[src/rtl/raster_to_bitplane_pkg.sv]
// Shared definitions for the raster/bitplane converters: pixel-format codes,
// converter FSM encoding and per-format packing helpers.
package raster_to_bitplane_pkg;

    // Same format codes as bitplane_to_raster so both directions agree on video_mode.
    typedef enum logic [3:0] {
        MODE_1BPP  = 4'd1,
        MODE_2BPP  = 4'd2,
        MODE_4BPP  = 4'd3,
        MODE_8BPP  = 4'd4,
        MODE_16BPP = 4'd5
    } video_mode_e;

    typedef enum logic [1:0] {
        ST_IDLE  = 2'd0,
        ST_PACK  = 2'd1,
        ST_FLUSH = 2'd2,
        ST_DRAIN = 2'd3
    } state_e;

    function automatic logic mode_valid(input logic [3:0] mode);
        return (mode >= 4'd1) && (mode <= 4'd5);
    endfunction

    // Bits each pixel contributes to the low byte (16bpp packs its low byte like 8bpp).
    function automatic logic [3:0] mode_bpp(input logic [3:0] mode);
        case (mode)
            4'd1:    return 4'd1;
            4'd2:    return 4'd2;
            4'd3:    return 4'd4;
            default: return 4'd8;
        endcase
    endfunction

    function automatic logic [3:0] mode_ppb(input logic [3:0] mode);
        case (mode)
            4'd1:    return 4'd8;
            4'd2:    return 4'd4;
            4'd3:    return 4'd2;
            default: return 4'd1;
        endcase
    endfunction

endpackage

[src/rtl/raster_to_bitplane_pixel_packer.sv]
// MSB-first pixel accumulator: merges each accepted pixel into the current byte
// and flags the pixel that completes it.
module pixel_packer
    import raster_to_bitplane_pkg::*;
(
    input  logic       clk,
    input  logic       reset,
    input  logic       clear_i,
    input  logic       load_i,
    input  logic [3:0] mode_i,
    input  logic [7:0] pixel_i,
    output logic       byte_full_o,
    output logic       has_partial_o,
    output logic [7:0] packed_byte_o
);

    logic [7:0] acc_q, acc_d;
    logic [3:0] cnt_q, cnt_d;
    logic [3:0] bpp;
    logic [3:0] ppb;
    logic [3:0] used_bits;
    logic [3:0] shamt;
    logic [7:0] mask;
    logic [7:0] merged;

    always_comb begin
        bpp       = mode_bpp(mode_i);
        ppb       = mode_ppb(mode_i);
        mask      = 8'hFF >> (4'd8 - bpp);
        // Slot k occupies bits [8-bpp*k-1 : 8-bpp*(k+1)]; unused low bits stay zero.
        used_bits = 4'(bpp * (cnt_q + 4'd1));
        shamt     = 4'd8 - used_bits;
        merged    = acc_q | ((pixel_i & mask) << shamt);

        byte_full_o   = load_i && ((cnt_q + 4'd1) == ppb);
        has_partial_o = (cnt_q != 4'd0);
        packed_byte_o = load_i ? merged : acc_q;

        acc_d = acc_q;
        cnt_d = cnt_q;
        if (clear_i) begin
            acc_d = 8'h00;
            cnt_d = 4'd0;
        end else if (load_i) begin
            if (byte_full_o) begin
                acc_d = 8'h00;
                cnt_d = 4'd0;
            end else begin
                acc_d = merged;
                cnt_d = cnt_q + 4'd1;
            end
        end
    end

    always_ff @(posedge clk) begin
        if (reset) begin
            acc_q <= 8'h00;
            cnt_q <= 4'd0;
        end else begin
            acc_q <= acc_d;
            cnt_q <= cnt_d;
        end
    end

endmodule

[src/rtl/raster_to_bitplane.sv]
// Converts a stream of raster pixels into packed byte/word memory writes for
// one line at a time, with a held-until-acknowledged write port.
module raster_to_bitplane
    import raster_to_bitplane_pkg::*;
#(
    parameter int ADDR_SIZE = 20
) (
    input  logic                 clk,
    input  logic                 reset,
    input  logic                 start,
    input  logic [3:0]           video_mode,
    input  logic [ADDR_SIZE-1:0] base_addr,
    input  logic [9:0]           line_len,
    input  logic                 pix_valid,
    output logic                 pix_ready,
    input  logic [7:0]           pixel_in,
    input  logic [7:0]           pixel_in_h,
    output logic                 wr_ena,
    input  logic                 wr_ack,
    output logic [ADDR_SIZE-1:0] wr_addr,
    output logic [15:0]          wr_data,
    output logic                 wr_16bit,
    output logic                 busy,
    output logic                 done,
    output logic [1:0]           dbg_state
);

    // Handshakes: a pixel moves when pix_valid && pix_ready at a rising edge; a
    // write moves when wr_ena && wr_ack, and wr_ena/wr_addr/wr_data hold until then.
    state_e                 state_q, state_d;
    logic [3:0]             mode_q, mode_d;
    logic [ADDR_SIZE-1:0]   addr_q, addr_d;
    logic [9:0]             remain_q, remain_d;
    logic                   wr_ena_q, wr_ena_d;
    logic [ADDR_SIZE-1:0]   wr_addr_q, wr_addr_d;
    logic [15:0]            wr_data_q, wr_data_d;
    logic                   wr_16bit_q, wr_16bit_d;
    logic                   done_q, done_d;

    logic                   slot_free;
    logic                   accept;
    logic                   start_ok;
    logic                   is_16;
    logic [ADDR_SIZE-1:0]   step;
    logic                   byte_full;
    logic                   has_partial;
    logic [7:0]             packed_byte;

    assign slot_free = !wr_ena_q || wr_ack;
    assign pix_ready = !reset && (state_q == ST_PACK) && slot_free;
    assign accept    = pix_valid && pix_ready;
    assign start_ok  = start && mode_valid(video_mode) && (line_len != 10'd0);
    assign is_16     = (mode_q == MODE_16BPP);
    assign step      = is_16 ? ADDR_SIZE'(2) : ADDR_SIZE'(1);

    pixel_packer u_packer (
        .clk           (clk),
        .reset         (reset),
        .clear_i       ((state_q == ST_IDLE) && start_ok),
        .load_i        (accept),
        .mode_i        (mode_q),
        .pixel_i       (pixel_in),
        .byte_full_o   (byte_full),
        .has_partial_o (has_partial),
        .packed_byte_o (packed_byte)
    );

    always_comb begin
        state_d    = state_q;
        mode_d     = mode_q;
        addr_d     = addr_q;
        remain_d   = remain_q;
        wr_ena_d   = wr_ena_q;
        wr_addr_d  = wr_addr_q;
        wr_data_d  = wr_data_q;
        wr_16bit_d = wr_16bit_q;
        done_d     = 1'b0;

        if (wr_ena_q && wr_ack) begin
            wr_ena_d   = 1'b0;
            wr_16bit_d = 1'b0;
        end

        case (state_q)
            ST_IDLE: begin
                if (start_ok) begin
                    mode_d   = video_mode;
                    addr_d   = base_addr;
                    remain_d = line_len;
                    state_d  = ST_PACK;
                end else if (start) begin
                    done_d = 1'b1;
                end
            end
            ST_PACK: begin
                if (accept) begin
                    remain_d = remain_q - 10'd1;
                    // A retiring write and a completing byte overlap: the new write
                    // replaces it on the next edge without a gap.
                    if (byte_full) begin
                        wr_ena_d   = 1'b1;
                        wr_addr_d  = addr_q;
                        wr_data_d  = is_16 ? {pixel_in_h, packed_byte} : {8'h00, packed_byte};
                        wr_16bit_d = is_16;
                        addr_d     = addr_q + step;
                    end
                    if (remain_q == 10'd1) begin
                        state_d = byte_full ? ST_DRAIN : ST_FLUSH;
                    end
                end
            end
            ST_FLUSH: begin
                if (slot_free) begin
                    if (has_partial) begin
                        wr_ena_d   = 1'b1;
                        wr_addr_d  = addr_q;
                        wr_data_d  = {8'h00, packed_byte};
                        wr_16bit_d = 1'b0;
                        addr_d     = addr_q + step;
                    end
                    state_d = ST_DRAIN;
                end
            end
            ST_DRAIN: begin
                if (slot_free) begin
                    done_d  = 1'b1;
                    state_d = ST_IDLE;
                end
            end
            default: state_d = ST_IDLE;
        endcase
    end

    always_ff @(posedge clk) begin
        if (reset) begin
            state_q    <= ST_IDLE;
            mode_q     <= 4'd0;
            addr_q     <= '0;
            remain_q   <= 10'd0;
            wr_ena_q   <= 1'b0;
            wr_addr_q  <= '0;
            wr_data_q  <= 16'h0000;
            wr_16bit_q <= 1'b0;
            done_q     <= 1'b0;
        end else begin
            state_q    <= state_d;
            mode_q     <= mode_d;
            addr_q     <= addr_d;
            remain_q   <= remain_d;
            wr_ena_q   <= wr_ena_d;
            wr_addr_q  <= wr_addr_d;
            wr_data_q  <= wr_data_d;
            wr_16bit_q <= wr_16bit_d;
            done_q     <= done_d;
        end
    end

    assign wr_ena    = wr_ena_q;
    assign wr_addr   = wr_addr_q;
    assign wr_data   = wr_data_q;
    assign wr_16bit  = wr_16bit_q;
    assign done      = done_q;
    assign busy      = (state_q != ST_IDLE);
    assign dbg_state = state_q;

endmodule

[config.mk]
export PLATFORM = sky130hd
export DESIGN_NAME = raster_to_bitplane
export DESIGN_NICKNAME = d
export VERILOG_FILES = /design/src/rtl/raster_to_bitplane_pkg.sv /design/src/rtl/raster_to_bitplane_pixel_packer.sv /design/src/rtl/raster_to_bitplane.sv
export SDC_FILE = /design/constraint.sdc
export NUM_CORES = 1
export LEC_CHECK = 0
export ABC_AREA = 1
export CAP_MARGIN = 15
export CORE_ASPECT_RATIO = 0.6
export CORE_MARGIN = 2
export CORE_UTILIZATION = 35
export DETAILED_ROUTE_END_ITERATION = 10
export PLACE_DENSITY_LB_ADDON = 0.3
export SLEW_MARGIN = 10
export SYNTH_ARGS = -nofsm -noshare
export SYNTH_HDL_FRONTEND = slang
export SYNTH_HIERARCHICAL = 1
export SYNTH_SLANG_ARGS = --single-unit
[constraint.sdc]
create_clock -name clk -period 4.4 [get_ports clk]
set_input_delay 0.66 -clock clk [delete_from_list [all_inputs] [get_ports clk]]
set_output_delay 0.66 -clock clk [all_outputs]
set_load 0.02 [all_outputs]
Word level (Yosys, flattened, before mapping) --
Cells that the tools add are included.
Storage, ports and cells: bits in registers 87, bits of input ports 55, output and inout bits 43
Cells by class: add/subtract/negate cells 5, multipliers 1, order comparisons 2, eq/ne operators 16, shift-type cells 2, mux-type cells 49, bitwise logic cells 2, reductions and logical operators 25
Operators with widths (count):
- $mux W20 | 9
- $mux W16 | 5
- $pmux W20 S3 | 1
- $pmux W20 S2 | 1
- $pmux W16 S2 | 1
- $pmux W4 S3 | 2
- $add A20 B2 Y20 | 1
- $mux W10 | 2
- $pmux W10 S2 | 1
- $mux W8 | 2
- $mux W1 | 14
- $mux W2 | 6
- $eq A10 B1 Y1 const B | 1
- $ne A2 B2 Y1 const B | 5
- $reduce_and A5 Y1 | 2
- $reduce_bool A10 Y1 | 1
- $sub A10 B1 Y10 const B | 1
- $logic_and A1 B1 Y1 | 9
- $and A8 B8 Y8 | 1
- $eq A4 B2 Y1 const B | 2
- $or A8 B8 Y8 | 1
- $pmux W2 S4 | 1
- $shl A8 B4 Y8 | 1
- $shr A8 B4 Y8 const A | 1
- other kinds (23) | 31

Longest topological paths before layout --
Gate-level depths: netlist of the first run.
depth after elaboration 12, mapped depth 21, depth with buffers taken out 21

Cells and area by module --
The synthesis of the first run kept the hierarchy.
By module, submodules not included:
- raster_to_bitplane | times used 1, cells an instance 612, area each 4081.4 um^2, seq. area each 1501.4 um^2
- pixel_packer | times used 1, cells an instance 196, area each 1276.2 um^2, seq. area each 240.2 um^2

Worst setup path before layout of the first run --
No wires, ideal clock.
path kind reg2reg, from register u_packer.cnt_q[0], to register wr_data_q[1], in the netlist wr_data[1], data arrival time 3.013 ns, data required time 4.272 ns, slack 1.259 ns, cell stages (with the launch flop) 21, buffers on the path 0, cell sequence dfxtp_1 > inv_1 > ha_1 > inv_1 > nor2_1 > ha_1 > inv_1 > fa_1 > ha_1 > xor2_1 > nand2_1 > nand2_1 > nand3_1 > nand2_2 > nor2_2 > nand2_1 > nor2_1 > nor2_1 > inv_1 > o21ai_0 > a21oi_1
Between the ends: cells in the longest elaborated chain, start to end 10, elaborated cells between the ends (all ways) 18
Ends and longest elaborated chain:
- from (decl) | RTL line raster_to_bitplane_pixel_packer.sv:18 | logic [3:0] cnt_q, cnt_d;
- from (signal assigned) | RTL line raster_to_bitplane_pixel_packer.sv:61 | cnt_q <= cnt_d;
- $add A4 B1 Y4 (*) | RTL line raster_to_bitplane_pixel_packer.sv:31 | used_bits = 4'(bpp * (cnt_q + 4'd1));
- $mul A4 B4 Y4 (*) | RTL line raster_to_bitplane_pixel_packer.sv:31
- $sub A4 B4 Y4 (*) | RTL line raster_to_bitplane_pixel_packer.sv:32 | shamt = 4'd8 - used_bits;
- $shl A8 B4 Y8 (*) | RTL line raster_to_bitplane_pixel_packer.sv:33 | merged = acc_q | ((pixel_i & mask) << shamt);
- $or A8 B8 Y8 (*) | RTL line raster_to_bitplane_pixel_packer.sv:33
- $mux W8 (*) | RTL line raster_to_bitplane_pixel_packer.sv:37 | packed_byte_o = load_i ? merged : acc_q;
- net packed_byte[1] | RTL line raster_to_bitplane.sv:47 | logic [7:0] packed_byte;
- $mux W16 | RTL line raster_to_bitplane.sv:103 | wr_data_d = is_16 ? {pixel_in_h, packed_byte} : {8'h00, packed_byte};
- $mux W16 | RTL line raster_to_bitplane.sv:100 | if (byte_full) begin
- $mux W16 | RTL line raster_to_bitplane.sv:96 | if (accept) begin
- $pmux W16 S2 (*) | RTL line raster_to_bitplane.sv:84 | case (state_q)
- to (signal assigned) | RTL line raster_to_bitplane.sv:152 | wr_data_q <= wr_data_d;
- to (decl) | RTL line raster_to_bitplane.sv:36 | logic [15:0] wr_data_q, wr_data_d;
Mark *: on every way through the listed nets, which the timed path passes. The rest lies on a longest branch. The select of a mux whose other input is x is not followed. A chain may end at the register's enable or synchronous reset.

Worst setup path after layout of the first run --
Same ends and word-level chain as after synthesis.

==> results.py, run 1 <==
metrics = {
    "sta": {
        "fin_crit_ns": 3.52,
        "period_share_pct": 80.1,
        "skew_ns": 0.0113,
        "rsz0062_at_grt": "no",
        "hold_viol_final": 0,
        "slew_headroom_pct": 58.2,
        "setup_viol": 0,
        "worst_pin_slew_ns": 0.627,
        "max_freq_mhz": 284,
        "tns_ns": 0,
        "maxSlewViolCount": 0,
    },
    "cts": {
        "cts.sinks": 87,
        "clock_path_buffers": 2,
        "hold_buffers": 0,
        "cts_resized": 0,
        "insertion_delay_ns": 0.35,
        "clkSlewWorstSetupHoldPaths_ns": 0.06,
        "cts_made_buffers": 9,
        "clock-root-buffer": "clkbuf_16",
        "post-cts-setup-buffers": 0,
        "cts_tree": "yes",
        "h-tree-depth": 3,
    },
    "die": {
        "start_util_pct": 36.4,
        "die_h_um": 99.8,
        "rows": 34,
        "num_io_pins": 98,
        "die-area_um2": 16300,
        "coreArea_um2": 14700,
        "die_x_um": 164,
    },
    "cells_and_area": {
        "n_fill_cell": 1556,
        "insertedDiodeCount": 0,
        "layout-drive-gt1-share_pct": 6.93,
        "area_growth_pct": 25.5,
        "layout_commonest_cell": "nand2_1",
        "final_cell_mix": "nand2_1 (175), inv_1 (114), clkdlybuf4s50_1 (97), dfxtp_1 (87), a21oi_1 (83)",
        "multi_input_area_um2": 3000,
        "fin_util_pct": 45.7,
        "regArea_um2": 1740,
        "nets": 966,
    },
    "critical_path": {
        "crit_type": "reg -> reg",
        "end_kind": "register",
        "rr_startpoint": "u_packer/cnt_q[0]$_SDFFE_PP0P_",
        "crit_path_start": "u_packer/cnt_q[0]$_SDFFE_PP0P_",
        "critPathRequiredTime_ns": 4.60,
        "cp.arrival_ns": 3.73,
        "critPathLaunchType": "register",
        "worst-path-max-fanout": 7,
        "worstSetupEndpoint": "wr_data[1]$_SDFFE_PP0P_",
        "worstReg2RegEnd": "wr_data[1]$_SDFFE_PP0P_",
        "rrSetupSlack_ns": 0.88,
        "r2r_cells": 20,
    },
    "global_routing": {
        "antenna_found_initial": 0,
        "grt_pass1_wl_um": 23700,
        "grt_overflow": 0,
        "grt_max_degree": 73,
        "first_global_vias": 4701,
        "grt_usage_pct": 18.0,
    },
    "synthesis": {
        "syn_area_um2": 5360,
        "syn_inst": 808,
        "yosys_most_used_dff": "dfxtp_1",
        "synth_largest_area_cell": "dfxtp_1",
        "ys_ff_latch": 87,
        "syn_area_per_cell_um2": 6.63,
        "synth_top_area_share_pct": 32.5,
        "async_flop_share_pct": 0,
        "ys_types": 52,
        "yosysWarnings": 6,
        "ys_seq_area_share_pct": 32.5,
        "synth_edf_count": 0,
        "synth_area_leaders": "dfxtp_1 (33%), nand2_1 (12%), inv_1 (8.0%)",
        "synth_fp_nets": 884,
    },
    "run_status": {
        "status": "finished, final reports clean",
    },
    "job": {
        "max_cap_violations": 0,
    },
    "power": {
        "pwr_density_cell_nw_per_um2": 525,
        "p_int_uw": 2000,
        "comb_power_share_pct": 46.0,
        "p_leak_uw": 0.00278,
        "swShare_pct": 43.4,
        "clock_power_share_pct": 20.7,
        "sequentialPowerShare_pct": 33.3,
        "vdd.ir_drop.worst_mv": 0.229,
        "p_sw_uw": 1530,
    },
    "routing": {
        "wl_per_cell_um": 13.1,
        "vias_per_cell": 4.86,
        "wirelength_um": 14400,
        "drc": 0,
        "routed-via-count": 5310,
        "antenna_left": 0,
        "dr.first_iter.drc_count": 559,
        "firstDrtPassIters": 7,
    },
    "place": {
        "dp_hpwl_um": 10800,
        "place.gp.congestion": 0.856,
        "portBuffers": 97,
    },
    "min_path": {
        "hold_path.class": "reg -> reg",
    },
}
[worst min path at each step]
| stage | from | to | slack [ns] | cells after the start |
|---|---|---|---|---|
| 2_1_floorplan | u_packer/acc_q[1]$_SDFFE_PP0P_ | u_packer/acc_q[1]$_SDFFE_PP0P_ | 0.43 | 2 |
| 3_3_place_gp | wr_addr[0]$_SDFFE_PP0P_ | wr_addr[0]$_SDFFE_PP0P_ | 0.43 | 2 |
| 3_5_place_dp | wr_data[3]$_SDFFE_PP0P_ | wr_data[3]$_SDFFE_PP0P_ | 0.44 | 2 |
| 4_1_cts | wr_data[3]$_SDFFE_PP0P_ | wr_data[3]$_SDFFE_PP0P_ | 0.45 | 2 |
| 5_1_grt | wr_addr[2]$_SDFFE_PP0P_ | wr_addr[2]$_SDFFE_PP0P_ | 0.47 | 2 |
| 6_report | wr_data[3]$_SDFFE_PP0P_ | wr_data[3]$_SDFFE_PP0P_ | 0.45 | 2 |
[power groups by stage]
stage               clock network, uW  registers, uW  logic, uW
floorplan                           0           1240       1100
global route                      774           1210       1830
CTS                               745           1170       1630
detailed placement                  0           1190       1620
finish                            730           1180       1620
global placement                    0           1190       1610
[cell type report]
type / count / share of cell area [%]
inverters: 120 / 6.81
clock inverters: 6 / 0.688
clock buffers: 10 / 3.55
well taps: 198 / 3.68
repair buffers: 100 / 14.8
multi-input cells: 572 / 44.6
flip-flops and latches: 87 / 25.9
[routing by layer]
metal | vias up | part of all wire, % | track usage (%)
li1 | 2791 | - | -
met1 | 2374 | 56 | 28.7
met2 | 134 | 38 | 24.0
met3 | 11 | 6.0 | 3.84
met4 | 0 | 0.51 | 3.64
met5 | - | 0 | 0
[stage by stage]
stage	area [um2]	total power (uW)	hold WS, ns	worst slack, ns	instances
5_1_grt	6730	3810	0.470	0.496	1093
6_report	6730	3530	0.446	0.876	1093
2_1_floorplan	5360	2340	0.427	1.26	808
3_5_place_dp	6440	2810	0.441	0.593	1077
4_1_cts	6730	3550	0.451	0.874	1093
3_3_place_gp	6440	2800	0.433	0.712	1077
[cells by family (layout without fill, tap and decap cells)]
family / after synthesis / in the layout / share of synthesized area, %
adders and majority gates: 21 / 21 / 5.04
and+or+nand+nor: 374 / 374 / 32.5
AOI/OAI and AO/OA: 169 / 169 / 17.2
buffers and inverters: 149 / 236 / 11.5
xor gates and xnor gates: 8 / 8 / 1.31
DFF: 87 / 87 / 32.5
[flip-flops by register name, summed over array words and instances, names as in the netlist]
| register | flops |
|---|---|
| u_packer/cnt_q | 4 |
| remain_q | 10 |
| wr_16bit | 1 |
| u_packer/acc_q | 8 |
| wr_addr | 20 |
| dbg_state | 2 |
| done | 1 |
| addr_q | 20 |
| wr_data | 16 |
| mode_q | 4 |
| wr_ena | 1 |
[synth_stat cells, drive strengths merged, types with 2 or more instances]
| cell | count |
|---|---|
| nand2 | 186 |
| inv | 119 |
| a31oi | 4 |
| nor2 | 77 |
| a211oi | 4 |
| xnor2 | 4 |
| xor2 | 4 |
| o21ai | 63 |
| nand4 | 10 |
| nand3b | 13 |
| nor3 | 11 |
| or2 | 3 |
| dfxtp | 87 |
| ha | 20 |
| nand3 | 70 |
| clkbuf | 17 |
| o21bai | 2 |
| a21oi | 87 |
| buf | 12 |
| o211ai | 2 |
| o22ai | 3 |
[critical path, stage by stage, from the launching register on]
cell	delay [ns]
dfxtp_1	0.55
inv_1	0.15
ha_1	0.36
inv_1	0.09
nor2_1	0.05
ha_1	0.27
inv_1	0.05
fa_1	0.55
ha_1	0.20
xor2_1	0.15
nand2_1	0.08
nand2_1	0.06
nand3_1	0.07
nand2_2	0.13
nor2_2	0.07
nand2_1	0.11
nor2_1	0.06
nor2_1	0.11
inv_1	0.05
o21ai_0	0.16
a21oi_1	0.06
Note: power is estimated with default switching activity, not from simulation.
==> run 2, diff against run 1 <==
==> constraint.sdc (replaced) <==
create_clock -name clk -period 3.3 [get_ports clk]
set_input_delay 0.495 -clock clk [delete_from_list [all_inputs] [get_ports clk]]
set_output_delay 0.495 -clock clk [all_outputs]
set_load 0.02 [all_outputs]
==> run 2 against run 1 <==
Against the previous run: total power grew 34%; wire length increased by 0.28%; register-to-register slack lost 0.63 ns; critical path type unchanged.
==> results.py, run 2 (synthesized netlist as in run 1, its figures left out) <==
metrics = {
    "cts": {
        "h-tree-depth": 3,
        "clkSlewWorstSetupHoldPaths_ns": 0.07,
        "cts_resized": 0,
        "insertion_delay_ns": 0.34,
        "cts.sinks": 87,
        "cts_tree": "yes",
        "clock-root-buffer": "clkbuf_16",
        "cts_made_buffers": 9,
        "post-cts-setup-buffers": 0,
        "clock_path_buffers": 2,
        "hold_buffers": 0,
    },
    "min_path": {
        "hold_depth": 2,
        "hp-start": "wr_data[3]$_SDFFE_PP0P_",
        "min_to": "wr_data[3]$_SDFFE_PP0P_",
        "hold_path.class": "reg -> reg",
    },
    "die": {
        "coreArea_um2": 14700,
        "rows": 34,
        "start_util_pct": 36.4,
        "die-area_um2": 16300,
        "num_io_pins": 98,
        "die_x_um": 164,
        "die_h_um": 99.8,
    },
    "routing": {
        "routed-via-count": 5301,
        "antenna_left": 0,
        "drc": 0,
        "dr.first_iter.drc_count": 365,
        "vias_per_cell": 4.81,
        "wl_per_cell_um": 13.1,
        "firstDrtPassIters": 5,
        "wirelength_um": 14400,
    },
    "global_routing": {
        "grt_overflow": 0,
        "grt_usage_pct": 18.1,
        "antenna_found_initial": 0,
        "first_global_vias": 4734,
        "grt_pass1_wl_um": 23800,
        "grt_max_degree": 42,
    },
    "sta": {
        "skew_ns": 0.0104,
        "fin_crit_ns": 3.05,
        "slew_headroom_pct": 57.7,
        "period_share_pct": 92.4,
        "setup_viol": 0,
        "rsz0062_at_grt": "no",
        "hold_viol_final": 0,
        "tns_ns": 0,
        "worst_pin_slew_ns": 0.632,
        "max_freq_mhz": 328,
        "maxSlewViolCount": 0,
    },
    "job": {
        "max_cap_violations": 0,
    },
    "critical_path": {
        "rr_startpoint": "u_packer/cnt_q[0]$_SDFFE_PP0P_",
        "path_buf_inv": 3,
        "worst-path-max-fanout": 5,
        "rrSetupSlack_ns": 0.25,
        "cp_slowest_stage_delay_ns": 0.54,
        "cp.arrival_ns": 3.27,
        "critPathLaunchType": "register",
        "cp_cell_sequence": "ha_1, xor2_2, inv_1, nor2_1, ha_1, inv_1, fa_1, ha_2, xor2_1, nand2_1, nand2_1, nand3_1, nand2_2, nor2_2, nand2_1, nor2_1, nor2_1, inv_1, o21ai_1, a21oi_1",
        "crit_type": "reg -> reg",
        "worstReg2RegEnd": "wr_data[1]$_SDFFE_PP0P_",
        "cpMaxStageDelayCell": "fa_1",
        "end_kind": "register",
        "critPathRequiredTime_ns": 3.52,
        "crit_family": "adder cells",
        "r2r_cells": 20,
    },
    "run_status": {
        "status": "finished, final reports clean",
    },
    "cells_and_area": {
        "area_growth_pct": 27.3,
        "layout_commonest_cell": "nand2_1",
        "nets": 975,
        "insertedDiodeCount": 0,
        "layout-drive-gt1-share_pct": 8.74,
        "final_cell_mix": "nand2_1 (175), inv_1 (113), clkdlybuf4s50_1 (97), dfxtp_1 (85), a21oi_1 (83)",
        "finalInstanceArea_um2": 6820,
    },
    "power": {
        "power_uw": 4740,
        "pwr_density_cell_nw_per_um2": 695,
        "p_leak_uw": 0.00281,
        "vdd.ir_drop.worst_mv": 0.307,
    },
    "place": {
        "portBuffers": 97,
        "place.gp.congestion": 0.866,
        "dp_hpwl_um": 11000,
        "dpl-instance-area_um2": 6510,
    },
}
-- run 2: cell types whose count changed in the layout (fill, tap and decap cells not counted), moves of 2 or more --
cell	previous run	this run
buf_4	3	12
clkinv_4	3	1
dfxtp_1	87	85
ha_1	20	18
nor3_1	10	8
nor3_2	1	3
o21ai_0	59	56
o21ai_1	3	6
-- run 2: area by class of cell --
type	count	area [um2]
Clock inverter	6	45.0
Clock buffer	10	229
Inverter	120	458
Sequential cell	87	1750
Fill cell	1572	7900
Timing Repair Buffer	109	1060
Tap cell	198	248
Multi-Input combinational cell	572	3030
-- run 2: worst max path at each step --
| stage | start | end | slack, ns | depth (start not counted) |
|---|---|---|---|---|
| after global placement | mode_q[1]$_SDFFE_PP0P_ | wr_data[2]$_SDFFE_PP0P_ | 0.19 | 18 |
| after detailed placement | u_packer/cnt_q[0]$_SDFFE_PP0P_ | wr_data[7]$_SDFFE_PP0P_ | 0.1 | 20 |
| final | u_packer/cnt_q[0]$_SDFFE_PP0P_ | wr_data[1]$_SDFFE_PP0P_ | 0.25 | 20 |
| after CTS | u_packer/cnt_q[0]$_SDFFE_PP0P_ | wr_data[1]$_SDFFE_PP0P_ | 0.09 | 20 |
| after floorplan | u_packer/cnt_q[0]$_SDFFE_PP0P_ | wr_data[1]$_SDFFE_PP0P_ | 0.16 | 20 |
| after global routing | u_packer/cnt_q[1]$_SDFFE_PP0P_ | wr_data[1]$_SDFFE_PP0P_ | 0.008 | 20 |
-- run 2: routing by layer --
metal	up-vias	part of all wire (%)	track usage (%)
met5	-	0	0
met1	2333	55	28.7
met3	9	6.6	4.09
met4	0	0.62	3.78
met2	156	38	24.2
li1	2803	-	-
-- run 2: where the power goes --
group,switching (uW),internal [uW],leakage [uW]
sequential,243,1320,0.000710
clock,439,513,0.000125
combinational,1380,851,0.00198
-- run 2: worst reg2reg max path, stage by stage (launching register included) --
cell and delay, ns:
dfxtp_4 0.36, ha_1 0.22, xor2_2 0.15, inv_1 0.06, nor2_1 0.04, ha_1 0.27
inv_1 0.05, fa_1 0.54, ha_2 0.20, xor2_1 0.16, nand2_1 0.08, nand2_1 0.06
nand3_1 0.07, nand2_2 0.13, nor2_2 0.06, nand2_1 0.09, nor2_1 0.05, nor2_1 0.12
inv_1 0.05, o21ai_1 0.12, a21oi_1 0.05
-- run 2: metrics by stage --
stage | worst slack, ns | utilization (%) | hold WS, ns | cells
3_3_place_gp | 0.186 | 44.2 | 0.434 | 1086
6_report | 0.250 | 46.3 | 0.445 | 1102
5_1_grt | 0.00768 | 46.3 | 0.463 | 1102
4_1_cts | 0.0852 | 46.1 | 0.447 | 1102
2_1_floorplan | 0.159 | - | 0.427 | 808
3_5_place_dp | 0.0988 | 44.2 | 0.436 | 1086
